===== src/rtl/vga_timing_gen.sv =====
// Parametrised video timing generator.
// The coluna/linha counters are undelayed so they can drive address generation.
// Sync, active-area and strobe outputs pass through an en-gated register
// pipeline, which lines them up with a downstream pixel pipeline.
module vga_timing_gen #(
    parameter int H_ACTIVE   = 640,
    parameter int H_FP       = 16,
    parameter int H_SYNC     = 96,
    parameter int H_BP       = 48,
    parameter int V_ACTIVE   = 480,
    parameter int V_FP       = 10,
    parameter int V_SYNC     = 2,
    parameter int V_BP       = 33,
    parameter bit H_SYNC_POL = 1'b0,
    parameter bit V_SYNC_POL = 1'b0,
    parameter int CNT_W      = 10,
    parameter int PIPE_DELAY = 2
) (
    input  logic             clk,
    input  logic             reset,
    input  logic             en,
    output logic [CNT_W-1:0] coluna,
    output logic [CNT_W-1:0] linha,
    output logic             h_sync,
    output logic             v_sync,
    output logic             regiao_ativa,
    output logic             inicio_linha,
    output logic             inicio_quadro
);

    localparam int H_TOTAL = H_ACTIVE + H_FP + H_SYNC + H_BP;
    localparam int V_TOTAL = V_ACTIVE + V_FP + V_SYNC + V_BP;

    localparam logic [CNT_W-1:0] H_LAST       = CNT_W'(H_TOTAL - 1);
    localparam logic [CNT_W-1:0] V_LAST       = CNT_W'(V_TOTAL - 1);
    localparam logic [CNT_W-1:0] H_VIS        = CNT_W'(H_ACTIVE);
    localparam logic [CNT_W-1:0] V_VIS        = CNT_W'(V_ACTIVE);
    localparam logic [CNT_W-1:0] H_SYNC_START = CNT_W'(H_ACTIVE + H_FP);
    localparam logic [CNT_W-1:0] H_SYNC_END   = CNT_W'(H_ACTIVE + H_FP + H_SYNC - 1);
    localparam logic [CNT_W-1:0] V_SYNC_START = CNT_W'(V_ACTIVE + V_FP);
    localparam logic [CNT_W-1:0] V_SYNC_END   = CNT_W'(V_ACTIVE + V_FP + V_SYNC - 1);

    // Pipeline stage layout: {h level, v level, active, line strobe, frame strobe}.
    // Sync bits are stored already polarised so the outputs come straight from flops.
    typedef logic [4:0] stage_t;
    localparam stage_t STAGE_RST = {~H_SYNC_POL, ~V_SYNC_POL, 3'b000};

    logic [CNT_W-1:0] coluna_q, coluna_d;
    logic [CNT_W-1:0] linha_q, linha_d;
    stage_t           stage_q [PIPE_DELAY];
    stage_t           stage_d [PIPE_DELAY];
    stage_t           raw;

    // Next counter values: column wraps at end of line and advances the line.
    always_comb begin
        coluna_d = coluna_q;
        linha_d  = linha_q;
        if (en) begin
            if (coluna_q == H_LAST) begin
                coluna_d = '0;
                linha_d  = (linha_q == V_LAST) ? '0 : linha_q + CNT_W'(1);
            end else begin
                coluna_d = coluna_q + CNT_W'(1);
            end
        end
    end

    // Raw timing decode from the current (undelayed) counters.
    always_comb begin
        logic h_raw, v_raw, act_raw, ls_raw, fs_raw;
        h_raw   = (coluna_q >= H_SYNC_START) && (coluna_q <= H_SYNC_END);
        v_raw   = (linha_q >= V_SYNC_START) && (linha_q <= V_SYNC_END);
        act_raw = (coluna_q < H_VIS) && (linha_q < V_VIS);
        ls_raw  = (coluna_q == '0);
        fs_raw  = (coluna_q == '0) && (linha_q == '0);
        raw     = {h_raw ? H_SYNC_POL : ~H_SYNC_POL,
                   v_raw ? V_SYNC_POL : ~V_SYNC_POL,
                   act_raw, ls_raw, fs_raw};
    end

    // Shift the pipeline by one stage on each enabled cycle.
    always_comb begin
        stage_d = stage_q;
        if (en) begin
            stage_d[0] = raw;
            for (int i = 1; i < PIPE_DELAY; i++) begin
                stage_d[i] = stage_q[i-1];
            end
        end
    end

    // Counter and pipeline registers, cleared asynchronously.
    always_ff @(posedge clk or negedge reset) begin
        if (!reset) begin
            coluna_q <= '0;
            linha_q  <= '0;
            for (int i = 0; i < PIPE_DELAY; i++) begin
                stage_q[i] <= STAGE_RST;
            end
        end else begin
            coluna_q <= coluna_d;
            linha_q  <= linha_d;
            for (int i = 0; i < PIPE_DELAY; i++) begin
                stage_q[i] <= stage_d[i];
            end
        end
    end

    assign coluna        = coluna_q;
    assign linha         = linha_q;
    assign h_sync        = stage_q[PIPE_DELAY-1][4];
    assign v_sync        = stage_q[PIPE_DELAY-1][3];
    assign regiao_ativa  = stage_q[PIPE_DELAY-1][2];
    // Strobes are gated so they never show during a held (en=0) cycle.
    assign inicio_linha  = stage_q[PIPE_DELAY-1][1] & en;
    assign inicio_quadro = stage_q[PIPE_DELAY-1][0] & en;

endmodule


===== config.mk =====
export PLATFORM = sky130hd
export DESIGN_NAME = vga_timing_gen
export DESIGN_NICKNAME = d
export VERILOG_FILES = /design/src/rtl/vga_timing_gen.sv
export SDC_FILE = /design/constraint.sdc
export NUM_CORES = 1
export LEC_CHECK = 0
export CAP_MARGIN = 20
export CORE_MARGIN = 10
export CORE_UTILIZATION = 45
export DETAILED_ROUTE_END_ITERATION = 6
export PLACE_DENSITY = 0.8
export SKIP_CTS_REPAIR_TIMING = 1
export SYNTH_ARGS = -nofsm -noshare
export SYNTH_HDL_FRONTEND = slang
export SYNTH_SLANG_ARGS = --single-unit

===== constraint.sdc =====
create_clock -name clk -period 2.3 [get_ports clk]
set_clock_uncertainty 0.1 [all_clocks]
set_input_delay 0.23 -clock clk [delete_from_list [all_inputs] [get_ports clk]]
set_output_delay 0.23 -clock clk [all_outputs]
set_load 0.1 [all_outputs]

==> flow_metrics.tcl <==
set metrics [dict create \
    synth.avg_cell_area_um2 10.17 \
    slowest_delay_ns 0.51 \
    cts.sinks 30 \
    track_usage_pct 12.07 \
    wl_met1_mm 1.583 \
    max_cap_violations 0 \
    drc_errors 0 \
    fill_cells 309 \
    slew_headroom_pct 73.61 \
    synth_common_cells "dfrtp_1, nand2_1, nand3_1, o21ai_0, inv_1" \
    critical_path.slowest_cell "or4_1" \
    synth_top_area_share_pct 41.53 \
    synth.most_common_cell "dfrtp_1" \
    worstHoldPathType "primary input to async pin" \
    yosys_warnings 0 \
    period_share_pct 78.42 \
    setup_ws_ns 0.4964 \
    cts_buffer_depth 2 \
    critPathKind "flop to flop" \
    stdcell_count 229 \
    post-place-ws_ns 0.3828 \
    whs_ns 0.1884 \
    cts_tree "built" \
    worstPathCellList "ha_1 -> and4_2 -> nand3_4 -> or4_1 -> nand3_1" \
    path_buf_inv 0 \
    finalSetupViolations 0 \
    outcome "completed" \
    dominantRegCellSynth "dfrtp_1" \
    placed_cells 221 \
    vdd.ir_drop.worst_uv 475.6 \
    routed_wl_mm 3.495 \
    cts_root_buffer "clkbuf_4" \
    nNetsFinal 190 \
    end_kind "flop" \
    io_pins 28 \
    via_per_inst 5.502 \
    power_leakage_nw 0.8363 \
    syn_nets 162 \
    clock_latency_ns 0.33 \
    yosys.area.top_type "dfrtp_1" \
    critical_path.top_delay_family "simple AND/OR/NAND/NOR gates" \
    start_util_pct 46.58 \
    fmax_mhz 554.5 \
    worstSetupStartpointType "flop" \
    cp_max_fo 10 \
    routedWlPerCell_um 15.26 \
    first_global_vias 1278 \
    grt-ovfl-total 0 \
    rsz0062_at_grt "false" \
    grt_max_degree 31 \
    p_per_area_mw_per_mm2 868.2 \
    antenna_cells 0 \
    num_vias 1260 \
    antenna_found_initial 0 \
    coreArea_mm2 0.003363 \
    synth-seq-area-share_pct 48.24 \
    gp_congestion 0.9286 \
    synth_edf_count 0 \
    synth_area_mm2 0.001567 \
    synth_async_sr_flop_share_pct 100.0 \
    die_w_um 79 \
    ys_types 43 \
    ant_nets 0 \
    portBuffers 27 \
    top_layer "met4" \
    drive_gt1_share_pct 30.60 \
    ys_ff_latch 30 \
    wl_met3_um 238 \
    dp_hpwl_mm 2.588 \
    dr.pass1.iters 4 \
    crit_required_ns 2.47 \
    cts_buffers 5 \
    rows 21 \
    dr_wl_met2_mm 1.648 \
    die_h_um 79 \
    h-tree-depth 2 \
    fin_tns_setup_ns 0 \
    syn_inst 154 \
    fp.dieArea_mm2 0.006241 \
    synth_area_leaders "dfrtp_1, dfstp_2, ha_1" \
    drt_iter0_markers 163 \
    final_hold_viol_count 0 \
    fin_crit_ns 1.804 \
    maxSlewViolCount 0 \
    worstMarginPinSlew_ns 0.3958 \
    clkTransAtPathRegs_ns 0.09 \
    critical_path_arrival_ns 1.98 \
    grt_pass1_wl_mm 6.044 \
    syn_to_final_growth_pct 22.12 \
]
## stage by stage
stage          power (mW)  util [%]  area [µm²]
3_3_place_gp        1.275     54.54        1834
4_1_cts             1.679     56.88        1913
2_1_floorplan       1.169         -        1573
6_report            1.661     56.88        1913
5_1_grt             1.734     56.88        1913
3_5_place_dp        1.284     54.54        1834
## layout by cell type (no fill, tap or decap), drive strengths merged
| cell | instances |
|---|---|
| nor4 | 2 |
| or4 | 1 |
| xnor2 | 5 |
| nor2b | 2 |
| dfrtp | 26 |
| buf | 27 |
| dfstp | 4 |
| and3 | 2 |
| nand2 | 12 |
| and2 | 2 |
| a21o | 2 |
| nand3 | 13 |
| o31ai | 3 |
| and4b | 1 |
| clkdlybuf4s50 | 2 |
| o22a | 1 |
| nor2 | 5 |
| o211ai | 3 |
| mux2i | 1 |
| nand3b | 1 |
| o21a | 1 |
| or2 | 1 |
| nand4 | 7 |
| nor3 | 5 |
| o21ai | 10 |
| mux2 | 5 |
| o22ai | 2 |
| xor2 | 4 |
| a21oi | 6 |
| inv | 9 |
| ha | 5 |
| nor4b | 1 |
| nor4bb | 1 |
| a21boi | 1 |
| clkbuf | 8 |
| and4 | 2 |
## final cells by class
class	instances	area (µm²)	area share, %
tap	46	57.56	3.009
inverter	9	33.78	1.766
timing repair buffer	29	247.7	12.95
clock buffer	8	78.83	4.120
sequential	30	762.0	39.83
multi-input combinational	107	733.2	38.33
## worst paths after layout
| check | from | end | slack, ns | depth (start not counted) |
|---|---|---|---|---|
| setup / recovery | coluna[0]$_DFFE_PN0P_ | linha[9]$_DFFE_PN0P_ | 0.50 | 5 |
| hold / removal | reset | coluna[5]$_DFFE_PN0P_ | 0.19 | 2 |
| setup reg to reg | coluna[0]$_DFFE_PN0P_ | linha[9]$_DFFE_PN0P_ | 0.50 | 5 |
| hold reg to reg | stage_q[1]$_DFFE_PN0P_ | stage_q[1]$_DFFE_PN0P_ | 0.40 | 1 |
| max in group asynchronous | reset | v_sync$_DFFE_PN1P_ | 1.59 | 2 |
| min in group clk | stage_q[1]$_DFFE_PN0P_ | stage_q[1]$_DFFE_PN0P_ | 0.40 | 1 |
## per-layer routing
layer  GRT usage [%]  vias up
li1                -      608
met1           14.88      602
met2           18.35       46
met3           5.405        4
met4           3.943        0
met5               0        -
## sequential cells by signal, indices dropped and copies added, names as in the netlist
register,count
coluna,10
stage_q,7
regiao_ativa,1
linha,10
h_sync,1
v_sync,1
## where the power goes
group	internal, mW	switching [mW]
registers	0.582	0.106
clock network	0.209	0.183
logic	0.133	0.449
total	0.923	0.738
## cell families (layout without fill, tap and decap cells)
| group | after synthesis | after routing | share of synthesized area, % |
|---|---|---|---|
| and+or+nand+nor | 58 | 58 | 22.20 |
| DFF | 30 | 30 | 48.24 |
| AOI/OAI and AO/OA | 29 | 29 | 11.34 |
| buffers and inverters | 17 | 46 | 4.951 |
| xor gates and xnor gates | 9 | 9 | 5.032 |
| muxes | 6 | 6 | 4.233 |
| adders and majority gates | 5 | 5 | 3.994 |
## worst reg2reg max path, stage by stage, from the launching register on
cell and delay (ns):
dfrtp_2 0.41, ha_1 0.22, and4_2 0.28, nand3_4 0.13, or4_1 0.51, nand3_1 0.09
Note: power is estimated with default switching activity, not from simulation.
